--- config.mk ---
export PLATFORM = sky130hd
export DESIGN_NAME = fetch_queue_unit
export DESIGN_NICKNAME = d
export VERILOG_FILES = /design/src/rtl/arm_pkg.sv /design/src/rtl/fetch_fifo.sv /design/src/rtl/fetch_queue_unit.sv
export SDC_FILE = /design/constraint.sdc
export NUM_CORES = 1
export LEC_CHECK = 0
export BUFFER_PORTS_ARGS = -buffer_cell sky130_fd_sc_hd__clkbuf_2
export CAP_MARGIN = 25
export CELL_PAD_IN_SITES_DETAIL_PLACEMENT = 1
export CELL_PAD_IN_SITES_GLOBAL_PLACEMENT = 2
export CORE_MARGIN = 10
export CORE_UTILIZATION = 45
export CTS_CLUSTER_SIZE = 30
export DETAILED_ROUTE_END_ITERATION = 10
export GPL_ROUTABILITY_DRIVEN = 0
export HOLD_SLACK_MARGIN = 0.06
export MAX_ROUTING_LAYER = met4
export PLACE_DENSITY = 0.81
export SYNTH_ARGS = -nofsm -noshare
export SYNTH_HDL_FRONTEND = slang
export SYNTH_HIERARCHICAL = 1
export SYNTH_SLANG_ARGS = --single-unit
--- constraint.sdc ---
create_clock -name clock -period 18.7 [get_ports clock]
set_clock_uncertainty 0.15 [all_clocks]
set_input_delay 0 -clock clock [delete_from_list [all_inputs] [get_ports clock]]
set_output_delay 0 -clock clock [all_outputs]
set_load 0.02 [all_outputs]
--- src/rtl/arm_pkg.sv ---
// Shared fetch-stage types and constants for the pipelined ARM core.
// Contents: fetch FSM state enum, queue entry layout at default core widths,
// and the sequential PC step.
package arm_pkg;

  localparam int unsigned PC_STEP  = 4;
  localparam int unsigned ENTRY_AW = 32;
  localparam int unsigned ENTRY_IW = 32;

  typedef enum logic [1:0] {
    BOOT = 2'd0,
    RUN  = 2'd1,
    FULL = 2'd2
  } fetch_state_t;

  // Prefetch queue entry: instruction word plus the PC+8 value decode expects.
  typedef struct packed {
    logic [ENTRY_IW-1:0] inst;
    logic [ENTRY_AW-1:0] pc8;
  } fetch_entry_t;

endpackage

--- src/rtl/fetch_fifo.sv ---
// Prefetch queue: DEPTH-entry FIFO of fetch entries with synchronous clear.
// Ports:
//   clock, rst_n  clock / asynchronous active-low reset
//   push, din     write one entry (ignored when full)
//   pop           retire the head entry (ignored when empty)
//   clear         drop all entries; wins over push and pop
//   dout          head entry (registered storage, no bypass)
//   count, empty  occupancy and empty flag
module fetch_fifo
  import arm_pkg::*;
#(
  parameter type         entry_t = fetch_entry_t,
  parameter int unsigned DEPTH   = 4
) (
  input  logic                   clock,
  input  logic                   rst_n,
  input  logic                   push,
  input  entry_t                 din,
  input  logic                   pop,
  input  logic                   clear,
  output entry_t                 dout,
  output logic [$clog2(DEPTH):0] count,
  output logic                   empty
);

  localparam int unsigned PW = $clog2(DEPTH);
  localparam int unsigned CW = PW + 1;

  entry_t        mem [DEPTH];
  logic [PW-1:0] wr_ptr;
  logic [PW-1:0] rd_ptr;
  logic          full;
  logic          do_push;
  logic          do_pop;

  assign full    = (count == CW'(DEPTH));
  assign empty   = (count == '0);
  assign do_push = push && !full;
  assign do_pop  = pop && !empty;
  assign dout    = mem[rd_ptr];

  // Pointers and occupancy; DEPTH is a power of two so pointers wrap naturally.
  always_ff @(posedge clock or negedge rst_n) begin
    if (!rst_n) begin
      wr_ptr <= '0;
      rd_ptr <= '0;
      count  <= '0;
    end else if (clear) begin
      wr_ptr <= '0;
      rd_ptr <= '0;
      count  <= '0;
    end else begin
      if (do_push) wr_ptr <= wr_ptr + PW'(1);
      if (do_pop)  rd_ptr <= rd_ptr + PW'(1);
      count <= count + CW'(do_push) - CW'(do_pop);
    end
  end

  // Entry storage needs no reset: validity is tracked by count.
  always_ff @(posedge clock) begin
    if (do_push && !clear) mem[wr_ptr] <= din;
  end

endmodule

--- src/rtl/fetch_queue_unit.sv ---
// Instruction-fetch stage: owns the PC, issues requests to a 1-cycle-latency
// instruction memory and buffers responses in a DEPTH-entry prefetch queue.
// WB/EX redirects flush the queue; an epoch tag drops stale responses.
// Optional feature macro: FETCH_STATS_EN adds stat_fetched, stat_redirects,
// stat_stall_cycles counters (32b, wrapping).
// Ports:
//   clock, rst_n                 clock / asynchronous active-low reset
//   redir_wb, redir_wb_pc        WB redirect and target (higher priority)
//   redir_ex, redir_ex_pc        EX taken branch and target
//   imem_req, imem_addr          fetch request and address (= PC)
//   imem_rvalid, imem_rdata      memory response, one cycle after request
//   dec_ready                    decode accepts head entry
//   dec_valid, dec_inst, dec_pc8 head entry presented to decode
module fetch_queue_unit
  import arm_pkg::*;
#(
  parameter int unsigned    AW        = 32,
  parameter int unsigned    IW        = 32,
  parameter int unsigned    DEPTH     = 4,
  parameter logic [AW-1:0]  RESET_VEC = '0
) (
  input  logic          clock,
  input  logic          rst_n,
  input  logic          redir_wb,
  input  logic [AW-1:0] redir_wb_pc,
  input  logic          redir_ex,
  input  logic [AW-1:0] redir_ex_pc,
  output logic          imem_req,
  output logic [AW-1:0] imem_addr,
  input  logic          imem_rvalid,
  input  logic [IW-1:0] imem_rdata,
  input  logic          dec_ready,
  output logic          dec_valid,
  output logic [IW-1:0] dec_inst,
  output logic [AW-1:0] dec_pc8
`ifdef FETCH_STATS_EN
  ,
  output logic [31:0]   stat_fetched,
  output logic [31:0]   stat_redirects,
  output logic [31:0]   stat_stall_cycles
`endif
);

  localparam int unsigned CW = $clog2(DEPTH) + 1;
  localparam int unsigned OW = CW + 1;

  typedef struct packed {
    logic [IW-1:0] inst;
    logic [AW-1:0] pc8;
  } entry_t;

  fetch_state_t  state_q;
  fetch_state_t  state_d;
  logic [AW-1:0] pc_q;
  logic [AW-1:0] req_pc_q;
  logic          epoch_q;
  logic          tag_q;
  logic          inflight_q;

  logic          redir;
  logic [AW-1:0] redir_pc;
  logic          pop;
  logic          push;
  logic [OW-1:0] occ;
  logic [CW-1:0] fifo_count;
  logic          fifo_empty;
  entry_t        head;
  entry_t        push_entry;

  // WB redirect belongs to the older instruction, so it wins over EX.
  assign redir    = redir_wb | redir_ex;
  assign redir_pc = redir_wb ? redir_wb_pc : redir_ex_pc;

  assign dec_valid = !fifo_empty;
  assign dec_inst  = head.inst;
  assign dec_pc8   = head.pc8;
  assign imem_addr = pc_q;

  // A pop coinciding with a redirect is discarded along with the queue.
  assign pop = dec_valid && dec_ready && !redir;
  assign occ = OW'(fifo_count) + OW'(inflight_q);

  // Responses tagged with an old epoch belong to a flushed path.
  assign push = imem_rvalid && inflight_q && (tag_q == epoch_q) && !redir;
  assign push_entry = '{inst: imem_rdata, pc8: req_pc_q + AW'(2 * PC_STEP)};

  // Next state and fetch request.
  always_comb begin
    state_d  = state_q;
    imem_req = 1'b0;
    unique case (state_q)
      BOOT: state_d = RUN;
      RUN: begin
        imem_req = (occ < (OW'(DEPTH) + OW'(pop)));
        if ((occ == OW'(DEPTH)) && !pop) state_d = FULL;
      end
      FULL: if (pop) state_d = RUN;
      default: state_d = BOOT;
    endcase
    if (redir) begin
      state_d  = RUN;
      imem_req = 1'b0;
    end
  end

  // State register.
  always_ff @(posedge clock or negedge rst_n) begin
    if (!rst_n) state_q <= BOOT;
    else        state_q <= state_d;
  end

  // PC, epoch and in-flight tracking.
  always_ff @(posedge clock or negedge rst_n) begin
    if (!rst_n) begin
      pc_q       <= RESET_VEC;
      req_pc_q   <= '0;
      epoch_q    <= 1'b0;
      tag_q      <= 1'b0;
      inflight_q <= 1'b0;
    end else begin
      inflight_q <= imem_req;
      if (redir) begin
        pc_q    <= redir_pc;
        epoch_q <= ~epoch_q;
      end else if (imem_req) begin
        pc_q     <= pc_q + AW'(PC_STEP);
        req_pc_q <= pc_q;
        tag_q    <= epoch_q;
      end
    end
  end

  fetch_fifo #(
    .entry_t (entry_t),
    .DEPTH   (DEPTH)
  ) u_fifo (
    .clock (clock),
    .rst_n (rst_n),
    .push  (push),
    .din   (push_entry),
    .pop   (pop),
    .clear (redir),
    .dout  (head),
    .count (fifo_count),
    .empty (fifo_empty)
  );

`ifdef FETCH_STATS_EN
  // Event counters: pushes, redirects, and cycles decode starves while running.
  always_ff @(posedge clock or negedge rst_n) begin
    if (!rst_n) begin
      stat_fetched      <= '0;
      stat_redirects    <= '0;
      stat_stall_cycles <= '0;
    end else begin
      stat_fetched   <= stat_fetched + 32'(push);
      stat_redirects <= stat_redirects + 32'(redir);
      if (((state_q == RUN) || (state_q == FULL)) && !dec_valid)
        stat_stall_cycles <= stat_stall_cycles + 32'd1;
    end
  end
`endif

endmodule

## Yosys cells after proc, flatten, opt, wreduce, memory -nomap -nowiden

Memory sizes are Yosys's and may differ from the RTL's.
Index checks and enable logic that the tools add are counted.

| operators by class | value |
|---|---|
| add/subtract/negate cells | 8 |
| $lt $le $gt $ge | 1 |
| equal/unequal tests | 7 |
| multiplexer cells | 16 |
| bitwise logic cells | 3 |
| reductions and logical operators | 20 |

Operators with widths:

| kind | count |
|---|---|
| $mux 32 | 3 |
| $add 32x3->32 const B | 1 |
| $add 32x4->32 const B | 1 |
| $mux 2 | 7 |
| $logic_and 1x1->1 | 9 |
| $ne 3x2->1 const B | 2 |
| $pmux 2 s3 | 1 |
| $reduce_bool 2->1 | 3 |
| $add 2x1->2 const B | 2 |
| $add 3x1->4 | 1 |
| $add 3x1->4 const A | 1 |
| $eq 4x3->1 const B | 1 |
| $logic_not 1->1 | 4 |
| $lt 4x4->1 | 1 |
| $mux 1 | 4 |
| $reduce_and 2->1 | 2 |
| $add 3x1->3 | 1 |
| $eq 3x3->1 const B | 1 |
| $logic_not 3->1 | 1 |
| $mux 3 | 1 |
| $sub 3x1->3 | 1 |
| $eq 2x1->1 const B | 1 |
| $eq 2x2->1 const B | 1 |
| $logic_not 2->1 | 1 |
| other kinds (3) | 4 |

| storage, ports and cells | value |
|---|---|
| register bits | 76 |
| memory bits (writable) | 256 |
| input port bits | 102 |
| output and inout port bits | 98 |
| memories kept | 1 |

Memory list:

| name | words | bits a word | rd ports | clocked after Yosys merged registers in | write ports | line | text |
|---|---|---|---|---|---|---|---|
| u_fifo.mem | 4 | 64 | 1 | 0 | 1 | fetch_fifo.sv:29 | `entry_t mem [DEPTH];` |

## Logic depth before layout (Yosys ltp)

Gate-level depths: netlist of run 1.

| logic depth | value |
|---|---|
| word-level depth | 10 |
| gate-level depth with buffers | 14 |
| mapped depth without buffers | 14 |

## By module

The synthesis of run 1 kept the hierarchy.

By module, submodules not included:

| module | times used | cells each | area each (um^2) |
|---|---|---|---|
| fetch_fifo | 1 | 381 | 9681.8 |
| fetch_queue_unit | 1 | 452 | 4314.1 |

## Worst setup path after synthesis of run 1

OpenSTA, ideal clock, no wires.

| timing path | value |
|---|---|
| path type | input -> register |
| from | input port redir_ex |
| to | memory u_fifo/mem[2][0] (netlist name) (enable) |
| arrival | 5.775 ns |
| required time | 17.972 ns |
| setup slack | 12.197 ns |
| stages | 7 |
| path buffers | 1 |
| cells stage by stage | nor2_2 > inv_2 > clkbuf_1 > nor3_1 > o31a_1 > inv_1 > nor3b_1 |

| between the ends | value |
|---|---|
| longest elaborated chain between the ends | 7 |

Ends and longest elaborated chain:

| what | line | text |
|---|---|---|
| start, declared | fetch_queue_unit.sv:26 | `input logic redir_ex,` |
| $or 1x1->1 | fetch_queue_unit.sv:71 | `assign redir = redir_wb \| redir_ex;` |
| net redir | fetch_queue_unit.sv:60 | `logic redir;` |
| $logic_not 1->1 | fetch_queue_unit.sv:84 | `assign push = imem_rvalid && inflight_q && (tag_q == epoch_q) && !redir;` |
| $logic_and 1x1->1 | fetch_queue_unit.sv:84 |  |
| net push | fetch_queue_unit.sv:63 | `logic push;` |
| $logic_and 1x1->1 | fetch_fifo.sv:38 | `assign do_push = push && !full;` |
| $logic_and 1x1->1 | fetch_fifo.sv:61 | `if (do_push && !clear) mem[wr_ptr] <= din;` |
| $mux 1 | fetch_fifo.sv:61 |  |
| $mux 1 (implied by the code) | fetch_fifo.sv:61 |  |
| end, declared | fetch_fifo.sv:29 |  |

The timed path passes the listed nets, and every way through them passes these cells.

## Worst setup path in the final report of run 1

| timing path | value |
|---|---|
| from | register u_fifo.count[0] |
| to | register pc_q[30], in the netlist imem_addr[30] |

| between the ends | value |
|---|---|
| longest elaborated chain between the ends | 9 |
| elaborated cells on any way between the ends | 10 |

Ends and longest elaborated chain:

| what | line | text |
|---|---|---|
| start, declared | fetch_fifo.sv:22 | `output logic [$clog2(DEPTH):0] count,` |
| start signal, assigned | fetch_fifo.sv:55 | `count <= count + CW'(do_push) - CW'(do_pop);` |
| $logic_not 3->1 | fetch_fifo.sv:37 | `assign empty = (count == '0);` |
| $logic_not 1->1 | fetch_queue_unit.sv:74 | `assign dec_valid = !fifo_empty;` |
| $logic_and 1x1->1 (2 in series) | fetch_queue_unit.sv:80 | `assign pop = dec_valid && dec_ready && !redir;` |
| $add 3x1->4 | fetch_queue_unit.sv:94 | `imem_req = (occ < (OW'(DEPTH) + OW'(pop)));` |
| $lt 4x4->1 (*) | fetch_queue_unit.sv:94 |  |
| $mux 1 (*) | fetch_queue_unit.sv:91 | `unique case (state_q)` |
| $mux 1 (*) | fetch_queue_unit.sv:100 | `if (redir) begin` |
| $reduce_bool 2->1 (no line) (*) | - |  |
| end signal, assigned | fetch_queue_unit.sv:123 | `pc_q <= redir_pc;` |
| end signal, assigned | fetch_queue_unit.sv:126 | `pc_q <= pc_q + AW'(PC_STEP);` |
| end, declared | fetch_queue_unit.sv:54 | `logic [AW-1:0] pc_q;` |

Every way passes the cells marked *; elsewhere a longest branch is shown, timed or not.
A chain may end at the register's enable or synchronous reset.

==> reports/results.ini, run 1 <==
[global_routing]
grt_pass1_wl_um=55200
grt.overflow.total=0
antenna_found_initial=0
track_usage_pct=18.5
grt_max_degree=65
grt_pass1_vias=9521

[floorplan]
die-height_um=196
placementRows=64
dieArea_um2=38600
core_um2=30700
io_pins=200
die_w_um=196
initial_core_util_pct=45.6

[yosys]
synthAdderAreaFrac_pct=1.13
synthXorXnorAreaFrac_pct=2.19
yosys.area.top_type=edfxtp_1
yosysSeqAreaShare_pct=68.5
synthSimpleGateAreaFrac_pct=7.26
mappedNetlistArea_um2=14000
yosysUniqueCellTypes=68
netlist_instances=833
synth_top_family_by_area=multiplexers
synth_common_cells=edfxtp_1, dfrtp_1, mux4_2, nand2_1, mux2_2
synth-seq-cells=332
synth_edf_count=256
synth.yosys.warnings=6
yosysMostFrequentCell=edfxtp_1
ys.flop_type=edfxtp_1
synth_compound_area_share_pct=5.90
postSynthAreaPerCell_um2=16.8
synth_fp_nets=947
synthArstFlopShare_pct=22.9
synthMuxAreaShare_pct=13.1
synth_top_area_share_pct=54.9
synthTopCellsByArea=edfxtp_1, dfrtp_1, mux4_2, mux2_2, xnor2_1

[worst_hold_path]
hold_class=in -> reg
hold_end=u_fifo/mem[2][33]
worstHoldStart=imem_rdata[1]
min_delay_path_depth=2

[sta]
finalCriticalPeriod_ns=3.44
hold_violations=0
rsz0062_at_grt=no
tns_ns=0
fmax_mhz=290
setup_viol=0
slew_headroom_pct=32.5
tightest_slew_ns=1.01
post-route-period-util_pct=18.4
final_max_slew_viol_count=0

[pwr]
vdd_drop_max_mv=0.0531
p_clk_share_pct=39.7
power_density_nw_per_um2=94.8
power.leakage_nw=6.42
seq_power_share_pct=52.1
power_frac_comb_pct=8.3
p_sw_share_pct=22.8
design_power_total_w=0.00167
p_int_w=0.00129
switchingPower_w=0.000381

[clock_network]
htree_levels=2
cts-buffers-inserted=34
cts_tree=built
clockBufferDepth=3
cts_sinks=332
cts_root_buf=clkbuf_16
ctsResizeCount=0
clock_latency_ns=0.51
cts.clk_slew.worst_paths_ns=0.06

[critical_path]
cp-start-kind=flip-flop
ff2ff_path_depth=8
endpoint_kind=flip-flop
path_class=reg -> reg
r2r-end=imem_addr[30]
reg2reg_slack_ns=15.26
critPathRequiredTime_ns=18.94
worst-path-max-fanout=7
timing.rr.start=u_fifo/count[0]
arrival_ns=3.69

[drt]
drcViolationCount=0
first_pass_iters=6
drt_iter0_drc=441
wirelength_um=34700
final_antenna_net_count=0
vias_per_cell=5.45
wl_per_cell_um=22.1
vias=8549

[place]
dp_cells=1404
hpwl_um=23000
numPortBuffers=199

[layout]
num-fill-cells=2872
fin_cells=1570
diodes=0
areaGrowthSynthToFinish_pct=25.7
nets=1264
layout-drive-gt1-share_pct=32.4

[status]
status=finished, final reports clean

[run]
maxCapViolCount=0

[worst max path at each step]
stage,cells after the start,end,startpoint,slack [ns]
after floorplan,7,u_fifo/mem[2][0],redir_ex,12.20
after global placement,14,u_fifo/count[2],u_fifo/count[1],15.52
after detailed placement,14,u_fifo/count[2],u_fifo/count[1],15.41
after CTS,8,imem_addr[30],u_fifo/count[0],15.25
after global routing,8,imem_addr[30],u_fifo/count[0],14.98
final,8,imem_addr[30],u_fifo/count[0],15.26
[kinds of logic (layout without fill, tap and decap cells)]
kind of cell	count (synthesis)	after routing
DFF	332	332
muxes	99	99
adders and majority gates	12	12
AOI/OAI and AO/OA	119	119
xor gates and xnor gates	35	35
and+or+nand+nor	178	178
buffers and inverters	58	399
[state kept, by name (all words and copies together), names as in the netlist]
| register | cells |
|---|---|
| u_fifo/wr_ptr | 2 |
| tag_q | 1 |
| req_pc_q | 32 |
| inflight_q | 1 |
| u_fifo/rd_ptr | 2 |
| state_q | 2 |
| epoch_q | 1 |
| u_fifo/count | 3 |
| u_fifo/mem | 256 |
| imem_addr | 32 |
[power by group through the flow]
stage	Combinational (W)	Sequential, W	Clock, W
final	0.000138	0.000869	0.000661
after global routing	0.000153	0.000873	0.000707
after CTS	0.000139	0.000868	0.000680
after detailed placement	0.000118	0.000883	0
after global placement	0.000113	0.000882	0
after floorplan	0.0000621	0.000880	0
[critical path, stage by stage (launching register included)]
cell and delay [ns]:
dfrtp_1 0.45, ha_1 0.22, ha_1 0.32, nor4b_4 0.26, nand2_2 0.14, a21oi_1 0.71, o21ai_0 0.20, a211o_1 0.32
dlygate4sd3_1 0.55
[layout make-up]
cell class	instances	area, um2	share of cell area, %
clock buffer	40	936	5.32
sequential	332	9590	54.5
multi-input combinational	443	4160	23.6
inverter	22	82.6	0.469
clock inverter	20	175	0.995
tap	396	495	2.82
timing repair buffer	317	2160	12.3
[placed cells by master (no fill, tap or decap), drive strengths merged, types with 22 or more instances in the layout]
cell type / instances
clkbuf: 238
dfrtp: 76
dlygate4sd3: 105
edfxtp: 256
inv: 22
mux2: 30
mux4: 64
nand2: 33
nand3: 29
nor2: 28
xnor2: 23
[timing repair]
action / 4_1_cts / 5_1_grt
hold endpoints to repair: 242 / 0
hold buffers: 106 / 0
setup buffers: 0 / 0
[metal layers]
layer  share of wire, %  track usage, %  vias to the layer above  wire [um]
li1                   -               -                     3943          -
met4                1.5            3.90                        0        516
met3                5.5            3.65                       39       1910
met5                  0               -                        -          0
met1                 45            24.6                     4322      15700
met2                 48            29.2                      245      16600
[through the flow]
step	area, um2	setup slack [ns]	util [%]	hold slack, ns
6_report	17600	15.26	57.4	0.106
5_1_grt	17600	14.98	57.4	0.107
4_1_cts	17600	15.25	57.4	0.0865
3_5_place_dp	15400	15.41	50.3	-0.171
3_3_place_gp	15400	15.52	50.3	-0.168
2_1_floorplan	14000	12.20	-	-0.446
Power figures use the tool's default switching activity.
==> run 2, diff against run 1 <==
--- a/config.mk
+++ b/config.mk
@@ -10,13 +10,13 @@
 export CELL_PAD_IN_SITES_DETAIL_PLACEMENT = 1
 export CELL_PAD_IN_SITES_GLOBAL_PLACEMENT = 2
 export CORE_MARGIN = 10
-export CORE_UTILIZATION = 45
+export CORE_UTILIZATION = 42
 export CTS_CLUSTER_SIZE = 30
 export DETAILED_ROUTE_END_ITERATION = 10
 export GPL_ROUTABILITY_DRIVEN = 0
 export HOLD_SLACK_MARGIN = 0.06
 export MAX_ROUTING_LAYER = met4
-export PLACE_DENSITY = 0.81
+export PLACE_DENSITY = 0.76
 export SYNTH_ARGS = -nofsm -noshare
 export SYNTH_HDL_FRONTEND = slang
 export SYNTH_HIERARCHICAL = 1
==> constraint.sdc (replaced) <==
create_clock -name clock -period 3.2 [get_ports clock]
set_clock_uncertainty 0.15 [all_clocks]
set_input_delay 0 -clock clock [delete_from_list [all_inputs] [get_ports clock]]
set_output_delay 0 -clock clock [all_outputs]
set_load 0.02 [all_outputs]
==> reports/results.ini, run 2 (synthesis results as in run 1) <==
[global_routing]
grtUsageMet1_pct=23.3  ; was 24.6%
grt.overflow.total=0  ; unchanged
track_usage_pct=17.7  ; was 18.5%
grt_max_degree=56  ; was 65
grt_pass1_vias=9619  ; was 9521
grt_util_met2_pct=27.9  ; was 29.2%
grt.busiest_layer=met2  ; unchanged
antenna_found_initial=0  ; unchanged
grt_pass1_wl_um=56000  ; was 55200 um
met3_usage_pct=3.60  ; was 3.65%

[sta]
setup_viol=0  ; unchanged
fmax_mhz=325  ; was 290 MHz
hold_violations=0  ; unchanged
worst_slack_ns=0.126  ; was 15.26 ns
tns_ns=0  ; unchanged
post-route-period-util_pct=96.0  ; was 18.4%
rsz0062_at_grt=yes  ; was no
finalCriticalPeriod_ns=3.07  ; was 3.44 ns
tightest_slew_ns=0.970  ; was 1.01 ns
holdWs_ns=0.0807  ; was 0.106 ns
slew_headroom_pct=35.3  ; was 32.5%
final_max_slew_viol_count=0  ; unchanged

[clock_network]
clockBufferDepth=3  ; unchanged
cts-buffers-inserted=36  ; was 34
cts_tree=built  ; unchanged
htree_levels=2  ; unchanged
postCtsSetupRepairBufs=0  ; unchanged
cts_root_buf=clkbuf_16  ; unchanged
cts_sinks=332  ; unchanged
cts.clk_slew.worst_paths_ns=0.06  ; about the same
clock_latency_ns=0.51  ; about the same

[place]
hpwl_um=23700  ; was 23000 um
numPortBuffers=199  ; unchanged
dp_cells=1465  ; was 1404
post-place-ws_ns=0.311  ; was 15.41 ns

[critical_path]
worst-path-max-fanout=6  ; was 7
cp-start-kind=flip-flop  ; unchanged
arrival_ns=3.32  ; was 3.69 ns
critical_path.endpoint=imem_addr[14]  ; was imem_addr[30]
endpoint_kind=flip-flop  ; unchanged
r2r-end=imem_addr[14]  ; was imem_addr[30]
timing.rr.start=u_fifo/count[0]  ; unchanged
critPathRequiredTime_ns=3.45  ; was 18.94 ns
ff2ff_path_depth=8  ; unchanged
crit_start=u_fifo/count[0]  ; unchanged
path_class=reg -> reg  ; unchanged
reg2reg_slack_ns=0.13  ; was 15.26 ns

[pwr]
power.leakage_nw=6.63  ; was 6.42 nW
p_sw_share_pct=23.2  ; was 22.8%
vdd_drop_max_mv=0.326  ; was 0.0531 mV
p_clk_share_pct=39.6  ; was 39.7%
power_density_nw_per_um2=543  ; was 94.8 nW/um2
seq_power_share_pct=51.8  ; was 52.1%
p_int_w=0.00752  ; was 0.00129 W
switchingPower_w=0.00227  ; was 0.000381 W
power_frac_comb_pct=8.5  ; was 8.3%

[layout]
fin_util_pct=55.1  ; was 57.4%
final_common_cell=edfxtp_1  ; unchanged
diodes=0  ; unchanged
num-fill-cells=3180  ; was 2872
regMostFlops=u_fifo/mem  ; unchanged
most-common-layout-cells=edfxtp_1, clkbuf_2, dlygate4sd3_1  ; unchanged
areaGrowthSynthToFinish_pct=28.8  ; was 25.7%
layout-drive-gt1-share_pct=33.3  ; was 32.4%
fin_cells=1648  ; was 1570
largest_register_ffs=256  ; unchanged
nets=1293  ; was 1264

[drt]
final_antenna_net_count=0  ; unchanged
first_pass_iters=4  ; was 6
wirelength_um=35300  ; was 34700 um
drcViolationCount=0  ; unchanged
wl_per_cell_um=21.4  ; was 22.1 um
vias=8674  ; was 8549
vias_per_cell=5.26  ; was 5.45
drt_iter0_drc=493  ; was 441

[floorplan]
die-height_um=203  ; was 196 um
initial_core_util_pct=42.8  ; was 45.6%
die_w_um=203  ; was 196 um
dieArea_um2=41000  ; was 38600 um2
placementRows=66  ; was 64
io_pins=200  ; unchanged
core_um2=32700  ; was 30700 um2

[worst_hold_path]
hold_class=in -> reg  ; unchanged

[run]
maxCapViolCount=0  ; unchanged

[status]
status=finished, final reports clean  ; unchanged

[run 2: cell count changes in the layout (fill, tap and decap cells not counted), sizes merged]
cell         before  now
buf              14   29
dlygate4sd3     105  117
clkinv           14   18
inv              22   24
clkinvlp          4    3
[run 2: area by class of cell]
cell class	count	area, um2	share of cell area, %
clock buffers	40	916	5.08
clock inverters	25	195	1.08
inverters	22	82.6	0.458
multi-input cells	443	4210	23.3
flip-flops and latches	332	9600	53.2
well taps	442	553	3.07
repair buffers	344	2470	13.7
[run 2: worst min path at each step]
stage | from | to | slack, ns | cells past startpoint
floorplan | rst_n | epoch_q | -0.45 | 0
global placement | rst_n | imem_addr[28] | -0.03 | 1
detailed placement | rst_n | imem_addr[29] | -0.03 | 1
CTS | redir_ex | u_fifo/rd_ptr[1] | 0.07 | 5
global route | redir_ex | u_fifo/count[1] | 0.11 | 5
finish | redir_ex | u_fifo/rd_ptr[1] | 0.08 | 5
[run 2: power groups by stage]
stage,registers (W),logic (W),clock network (W)
2_1_floorplan,0.00514,0.000366,0
3_3_place_gp,0.00515,0.000673,0
4_1_cts,0.00507,0.000840,0.00398
3_5_place_dp,0.00516,0.000694,0
6_report,0.00507,0.000832,0.00388
5_1_grt,0.00510,0.000928,0.00419
[run 2: what timing repair did]
action | CTS | global route
endpoints found under the hold margin | 243 | 0
resized for setup | 0 | 7
hold buffers | 118 | 0
endpoints found under the setup margin | 0 | 6
[run 2: routing by layer]
layer	part of all wire, %	routed length, um
met2	48	16900
met3	5.2	1840
met4	1.4	501
met1	46	16100
met5	0	0
[run 2: through the flow]
step | area [um2] | power (W)
after floorplan | 14000 | 0.00551
after CTS | 18000 | 0.00990
after global placement | 15700 | 0.00582
after global routing | 18000 | 0.0102
final | 18000 | 0.00979
after detailed placement | 15700 | 0.00586
[run 2: worst max-delay path: stages (launching register included)]
cell and delay (ns):
dfrtp_2 0.45, ha_1 0.20, ha_1 0.33, nor4b_4 0.26
nand2_2 0.15, a2111oi_1 0.58, xnor2_1 0.20, a21oi_1 0.08
dlygate4sd3_1 0.56
